==> src/rtl/uart_transceiver_if.sv <==
// Byte-side and pin-side signal bundle for the 8N1 UART transceiver.
interface uart_transceiver_if;
  logic [7:0] to_sent;
  logic       flush;
  logic       busy;
  logic       serial_tx;
  logic       serial_rx;
  logic [7:0] received;
  logic       ready;

  // Master: byte client and RX line source
  modport master (
    output to_sent, flush, serial_rx,
    input  busy, serial_tx, received, ready
  );

  // Slave: the transceiver itself
  modport slave (
    input  to_sent, flush, serial_rx,
    output busy, serial_tx, received, ready
  );
endinterface

==> src/rtl/uart_transceiver.sv <==
// Full-duplex 8N1 UART with independent TX and RX state machines.
module uart_transceiver #(
  parameter int unsigned CLKS_PER_BIT = 104
) (
  input logic             clk,
  input logic             rst_n,
  uart_transceiver_if.slave bus
);

  localparam int unsigned CNT_W = $clog2(CLKS_PER_BIT) + 1;
  localparam logic [CNT_W-1:0] CNT_LAST = CNT_W'(CLKS_PER_BIT - 1);
  localparam logic [CNT_W-1:0] CNT_HALF = CNT_W'(CLKS_PER_BIT / 2);
  localparam logic [CNT_W-1:0] CNT_ONE  = CNT_W'(1);

  localparam logic [1:0] TX_IDLE  = 2'd0;
  localparam logic [1:0] TX_START = 2'd1;
  localparam logic [1:0] TX_DATA  = 2'd2;
  localparam logic [1:0] TX_STOP  = 2'd3;

  localparam logic [2:0] RX_IDLE      = 3'd0;
  localparam logic [2:0] RX_START     = 3'd1;
  localparam logic [2:0] RX_DATA      = 3'd2;
  localparam logic [2:0] RX_STOP      = 3'd3;
  localparam logic [2:0] RX_WAIT_HIGH = 3'd4;

  logic [1:0]       tx_state_q, tx_state_d;
  logic [CNT_W-1:0] tx_cnt_q, tx_cnt_d;
  logic [2:0]       tx_idx_q, tx_idx_d;
  logic [7:0]       tx_shift_q, tx_shift_d;
  logic             tx_line_q, tx_line_d;
  logic             tx_busy_q, tx_busy_d;

  logic             rx_meta_q, rx_sync_q;
  logic [2:0]       rx_state_q, rx_state_d;
  logic [CNT_W-1:0] rx_cnt_q, rx_cnt_d;
  logic [2:0]       rx_idx_q, rx_idx_d;
  logic [7:0]       rx_shift_q, rx_shift_d;
  logic [7:0]       rx_data_q, rx_data_d;
  logic             rx_ready_q, rx_ready_d;

  // TX next-state: frame sequencing and line value for the next bit
  always_comb begin
    tx_state_d = tx_state_q;
    tx_cnt_d   = tx_cnt_q;
    tx_idx_d   = tx_idx_q;
    tx_shift_d = tx_shift_q;
    tx_line_d  = tx_line_q;
    tx_busy_d  = tx_busy_q;
    case (tx_state_q)
      TX_IDLE: begin
        if (bus.flush) begin
          tx_state_d = TX_START;
          tx_cnt_d   = '0;
          tx_shift_d = bus.to_sent;
          tx_line_d  = 1'b0;
          tx_busy_d  = 1'b1;
        end
      end
      TX_START: begin
        if (tx_cnt_q == CNT_LAST) begin
          tx_cnt_d   = '0;
          tx_idx_d   = '0;
          tx_line_d  = tx_shift_q[0];
          tx_state_d = TX_DATA;
        end else begin
          tx_cnt_d = tx_cnt_q + CNT_ONE;
        end
      end
      TX_DATA: begin
        if (tx_cnt_q == CNT_LAST) begin
          tx_cnt_d = '0;
          if (tx_idx_q == 3'd7) begin
            tx_state_d = TX_STOP;
            tx_line_d  = 1'b1;
          end else begin
            tx_idx_d  = tx_idx_q + 3'd1;
            tx_line_d = tx_shift_q[tx_idx_q + 3'd1];
          end
        end else begin
          tx_cnt_d = tx_cnt_q + CNT_ONE;
        end
      end
      TX_STOP: begin
        if (tx_cnt_q == CNT_LAST) begin
          tx_cnt_d   = '0;
          tx_state_d = TX_IDLE;
          tx_line_d  = 1'b1;
          tx_busy_d  = 1'b0;
        end else begin
          tx_cnt_d = tx_cnt_q + CNT_ONE;
        end
      end
      default: begin
        tx_state_d = TX_IDLE;
        tx_cnt_d   = '0;
        tx_line_d  = 1'b1;
        tx_busy_d  = 1'b0;
      end
    endcase
  end

  // TX state register; reset forces the line high at once
  always_ff @(posedge clk or negedge rst_n) begin
    if (!rst_n) begin
      tx_state_q <= TX_IDLE;
      tx_cnt_q   <= '0;
      tx_idx_q   <= '0;
      tx_shift_q <= '0;
      tx_line_q  <= 1'b1;
      tx_busy_q  <= 1'b0;
    end else begin
      tx_state_q <= tx_state_d;
      tx_cnt_q   <= tx_cnt_d;
      tx_idx_q   <= tx_idx_d;
      tx_shift_q <= tx_shift_d;
      tx_line_q  <= tx_line_d;
      tx_busy_q  <= tx_busy_d;
    end
  end

  // RX next-state: mid-bit sampling, glitch rejection, framing check
  always_comb begin
    rx_state_d = rx_state_q;
    rx_cnt_d   = rx_cnt_q;
    rx_idx_d   = rx_idx_q;
    rx_shift_d = rx_shift_q;
    rx_data_d  = rx_data_q;
    rx_ready_d = 1'b0;
    case (rx_state_q)
      RX_IDLE: begin
        if (!rx_sync_q) begin
          rx_state_d = RX_START;
          rx_cnt_d   = '0;
        end
      end
      RX_START: begin
        if (rx_cnt_q == CNT_HALF) begin
          rx_cnt_d = '0;
          if (!rx_sync_q) begin
            rx_idx_d   = '0;
            rx_state_d = RX_DATA;
          end else begin
            rx_state_d = RX_IDLE;
          end
        end else begin
          rx_cnt_d = rx_cnt_q + CNT_ONE;
        end
      end
      RX_DATA: begin
        if (rx_cnt_q == CNT_LAST) begin
          rx_cnt_d   = '0;
          rx_shift_d = {rx_sync_q, rx_shift_q[7:1]};
          if (rx_idx_q == 3'd7) begin
            rx_state_d = RX_STOP;
          end else begin
            rx_idx_d = rx_idx_q + 3'd1;
          end
        end else begin
          rx_cnt_d = rx_cnt_q + CNT_ONE;
        end
      end
      RX_STOP: begin
        if (rx_cnt_q == CNT_LAST) begin
          rx_cnt_d = '0;
          if (rx_sync_q) begin
            rx_data_d  = rx_shift_q;
            rx_ready_d = 1'b1;
            rx_state_d = RX_IDLE;
          end else begin
            rx_state_d = RX_WAIT_HIGH;
          end
        end else begin
          rx_cnt_d = rx_cnt_q + CNT_ONE;
        end
      end
      RX_WAIT_HIGH: begin
        if (rx_sync_q) rx_state_d = RX_IDLE;
      end
      default: begin
        rx_state_d = RX_IDLE;
        rx_cnt_d   = '0;
      end
    endcase
  end

  // RX synchronizer and state register
  always_ff @(posedge clk or negedge rst_n) begin
    if (!rst_n) begin
      rx_meta_q  <= 1'b1;
      rx_sync_q  <= 1'b1;
      rx_state_q <= RX_IDLE;
      rx_cnt_q   <= '0;
      rx_idx_q   <= '0;
      rx_shift_q <= '0;
      rx_data_q  <= '0;
      rx_ready_q <= 1'b0;
    end else begin
      rx_meta_q  <= bus.serial_rx;
      rx_sync_q  <= rx_meta_q;
      rx_state_q <= rx_state_d;
      rx_cnt_q   <= rx_cnt_d;
      rx_idx_q   <= rx_idx_d;
      rx_shift_q <= rx_shift_d;
      rx_data_q  <= rx_data_d;
      rx_ready_q <= rx_ready_d;
    end
  end

  assign bus.serial_tx = tx_line_q;
  assign bus.busy      = tx_busy_q;
  assign bus.received  = rx_data_q;
  assign bus.ready     = rx_ready_q;

endmodule

==> src/flat_wrapper.sv <==
// flat-port wrapper written by rule: the top's interface ports become plain ports
module uart_transceiver_flat 
#(
  parameter int unsigned CLKS_PER_BIT = 104
)
  (clk, rst_n, bus_to_sent, bus_flush, bus_serial_rx, bus_busy, bus_serial_tx, bus_received, bus_ready);
  uart_transceiver_if bus_i ();
  input logic clk;
  input logic rst_n;
  input wire logic [$bits(bus_i.to_sent)-1:0] bus_to_sent;
  input wire logic [$bits(bus_i.flush)-1:0] bus_flush;
  input wire logic [$bits(bus_i.serial_rx)-1:0] bus_serial_rx;
  output wire logic [$bits(bus_i.busy)-1:0] bus_busy;
  output wire logic [$bits(bus_i.serial_tx)-1:0] bus_serial_tx;
  output wire logic [$bits(bus_i.received)-1:0] bus_received;
  output wire logic [$bits(bus_i.ready)-1:0] bus_ready;
  assign bus_i.to_sent = bus_to_sent;
  assign bus_i.flush = bus_flush;
  assign bus_i.serial_rx = bus_serial_rx;
  assign bus_busy = bus_i.busy;
  assign bus_serial_tx = bus_i.serial_tx;
  assign bus_received = bus_i.received;
  assign bus_ready = bus_i.ready;
  uart_transceiver #(.CLKS_PER_BIT(CLKS_PER_BIT)) u_core (.clk(clk), .rst_n(rst_n), .bus(bus_i));
endmodule
==> config.mk <==
export PLATFORM = sky130hd
export DESIGN_NAME = uart_transceiver_flat
export DESIGN_NICKNAME = d
export VERILOG_FILES = /design/src/rtl/uart_transceiver_if.sv /design/src/rtl/uart_transceiver.sv /design/src/flat_wrapper.sv
export SDC_FILE = /design/constraint.sdc
export NUM_CORES = 1
export LEC_CHECK = 0
export BUFFER_PORTS_ARGS = -buffer_cell sky130_fd_sc_hd__buf_4
export CORE_MARGIN = 10
export CORE_UTILIZATION = 53
export DETAILED_ROUTE_END_ITERATION = 8
export PLACE_DENSITY = 0.8
export SKIP_CTS_REPAIR_TIMING = 1
export SLEW_MARGIN = 20
export SYNTH_ARGS = -nofsm -noshare
export SYNTH_HDL_FRONTEND = slang
export SYNTH_SLANG_ARGS = --single-unit
==> constraint.sdc <==
create_clock -name clk -period 2.2 [get_ports clk]
set_input_delay 0.44 -clock clk [delete_from_list [all_inputs] [get_ports clk]]
set_output_delay 0.44 -clock clk [all_outputs]
set_load 0.01 [all_outputs]
==> impl_metrics.ini <==
[grt]
grt_first_pass_wirelength_um = 8340
grt_overflow_total = 0
grt_start_max_net_pins = 57
antenna_found_initial = 0
grt_pass1_vias = 1874
grt_usage = 0.117

[cts]
htreeDepth = 2
clkLatencyLatePin_ns = 0.31
cts_tree = built
cts_buffers = 5
clk_pin_slew_ns = 0.10
clock_sinks = 56
root_buffer = clkbuf_8
max-clock-path-buffers = 2

[die]
die_w_um = 92.2
num_rows = 26
core_um2 = 5070
die_y_um = 92.2
ios = 23
start_util = 0.545
die_area_um2 = 8510

[route]
drt_iter0_markers = 93
ant_nets = 0
routed_wirelength_um = 4820
vias = 1894
via_per_inst = 5.60
wire_per_inst_um = 14.3
post-route-drc-count = 0
firstDrtPassIters = 4

[critical_path]
path_delay_family = multiplexers
critPathKind = register to register
cp-start-kind = register
critical_path_required_ns = 2.46
critical-path-slowest-cell = mux4_2
worstSetupEndpointType = register
cp.arrival_ns = 2.35
path_max_fanout = 5
rr_endpoint = u_core.bus.serial_tx$_DFFE_PN1P_
slowest_delay_ns = 0.51
crit_buf_inv = 0
r2r_slack_ns = 0.11
ff2ff_path_depth = 6
crit_chain = ha_1, ha_4, mux2i_1, mux4_2, a2111oi_4, a211o_1
r2r-start = u_core.tx_idx_q[1]$_DFFE_PN0P_

[power_and_ir_drop]
peakVddDrop_mv = 0.338
comb_power_share = 0.021
power.internal_mw = 1.38
power.density_nw_per_um2 = 552
p_switching_uw = 354
pwr-share-seq = 0.596
swShare = 0.204
cellLeakagePower_nw = 1.47
p_clk_frac = 0.383

[placed_design]
dpl.cell_count = 330
io_buffers = 22
pre_cts_slack_ns = 0.0419
hpwl_um = 3410
routabilityCongestion = 0.770

[sta]
setup_tns_ns = 0
grt_setup_unrepaired = false
fin_crit_ns = 2.09
finClkSkew_ns = 0.00797
fin_hold_ws_ns = 0.153
fin_crit_sh = 0.950
hold_viol = 0
tightest_slew_ns = 0.675
setup_ws_ns = 0.111
setup_viol = 0
final_max_slew_viol_count = 0
relSlewSlack = 0.550
timing.fmax_mhz = 479

[finish]
n_antenna_cell = 0
fin_nets = 291
drive_above_1_share = 0.265
final_common_cell = dfrtp_1
fillers = 430
final_util = 0.620
syn2layout_area_growth_pct = 13.8
stdcell_count = 338
final_cell_mix = dfrtp_1 (53), mux2_2 (27), buf_4 (26), nand2_1 (20)

[status]
status = complete, no violations

[min_path]
hold_path_class = primary input to asynchronous set/reset pin

[flow_run]
maxCapViolCount = 0

[logic_synthesis]
syn-num-nets = 264
synth_area_um2 = 2770
avgSynthCellArea_um2 = 11.5
ys_async_sr_fraction = 1.00
yosysSeqAreaShare = 0.508
synth-edff-count = 0
ys_seq_elements = 56
synth.area.top_cells = dfrtp_1 (48%), mux2_2 (11%), ha_1 (5.4%)
yosysUniqueCellTypes = 51
ys.flop_type = dfrtp_1
yosysTopAreaCell = dfrtp_1
yosysTopAreaCellShare = 0.479
netlist_instances = 240
ys_warn_count = 0
[through the flow]
| step | power, mW | cell area (um^2) |
|---|---|---|
| global route | 1.81 | 3150 |
| finish | 1.74 | 3150 |
| floorplan | 1.06 | 2770 |
| global placement | 1.09 | 3010 |
| detailed placement | 1.09 | 3010 |
| CTS | 1.76 | 3120 |
[metal layers]
layer  global-route usage  wire length, um  share of wire  vias to the layer above
li1                     -                -              -                      932
met1                0.137             2270           0.47                      936
met2                0.195             2320           0.48                       20
met3               0.0302              145          0.030                        6
met4               0.0540               88          0.018                        0
met5                    0                0              0                        -
[power groups by stage]
stage / Clock [mW] / Combinational, mW / Sequential (mW)
2_1_floorplan: 0 / 0.00273 / 1.05
3_3_place_gp: 0 / 0.0378 / 1.05
3_5_place_dp: 0 / 0.0386 / 1.05
4_1_cts: 0.692 / 0.0387 / 1.03
5_1_grt: 0.728 / 0.0430 / 1.03
6_report: 0.666 / 0.0365 / 1.03
[cells by family (layout without fill, tap and decap cells)]
group                      after synthesis  count (layout)  share of synthesized area
and+or+nand+nor                         69              69                      0.136
DFF                                     56              56                      0.508
AOI/OAI and AO/OA                       52              52                      0.128
muxes                                   33              33                      0.136
buffers and inverters                   14              42                     0.0244
adders and majority gates               12              12                     0.0543
xor gates and xnor gates                 4               4                     0.0127
[sequential cells by signal, summed over array words and instances (netlist names), 2 cells and up]
register / flops
u_core.rx_idx_q: 3
u_core.rx_cnt_q: 8
u_core.rx_state_q: 3
u_core.tx_state_q: 2
u_core.rx_shift_q: 8
u_core.tx_cnt_q: 8
u_core.tx_idx_q: 3
u_core.tx_shift_q: 8
u_core.bus.received: 8
[cells in the mapped netlist (all sizes together) (3+ instances only)]
cell	count
a21oi	10
a22o	7
and2	3
and3	3
buf	3
clkbuf	3
dfrtp	53
dfstp	3
ha	12
inv	8
mux2	27
mux2i	5
nand2	20
nand2b	4
nand3	5
nand4	3
nor2	13
nor2b	3
o21ai	13
o22ai	3
o31ai	3
xor2	4
[worst max-delay path by stage]
stage	from	to	slack (ns)	depth (start not counted)
finish	u_core.tx_idx_q[1]$_DFFE_PN0P_	u_core.bus.serial_tx$_DFFE_PN1P_	0.11	6
global route	u_core.tx_idx_q[1]$_DFFE_PN0P_	u_core.bus.serial_tx$_DFFE_PN1P_	0.03	6
CTS	u_core.tx_idx_q[1]$_DFFE_PN0P_	u_core.bus.serial_tx$_DFFE_PN1P_	0.01	6
detailed placement	u_core.tx_idx_q[1]$_DFFE_PN0P_	u_core.bus.serial_tx$_DFFE_PN1P_	0.04	6
global placement	u_core.tx_idx_q[1]$_DFFE_PN0P_	u_core.bus.serial_tx$_DFFE_PN1P_	0.10	6
floorplan	u_core.tx_idx_q[0]$_DFFE_PN0P_	u_core.bus.serial_tx$_DFFE_PN1P_	0.08	7
[layout make-up]
type	instances	area (um^2)	area share
flip-flops and latches	56	1410	0.446
inverters	8	30.0	0.00954
repair buffers	26	195	0.0620
clock inverters	3	42.5	0.0135
well taps	70	87.6	0.0278
clock buffers	5	68.8	0.0219
multi-input cells	170	1320	0.419
No activity file was read; power rests on OpenSTA's default activity.
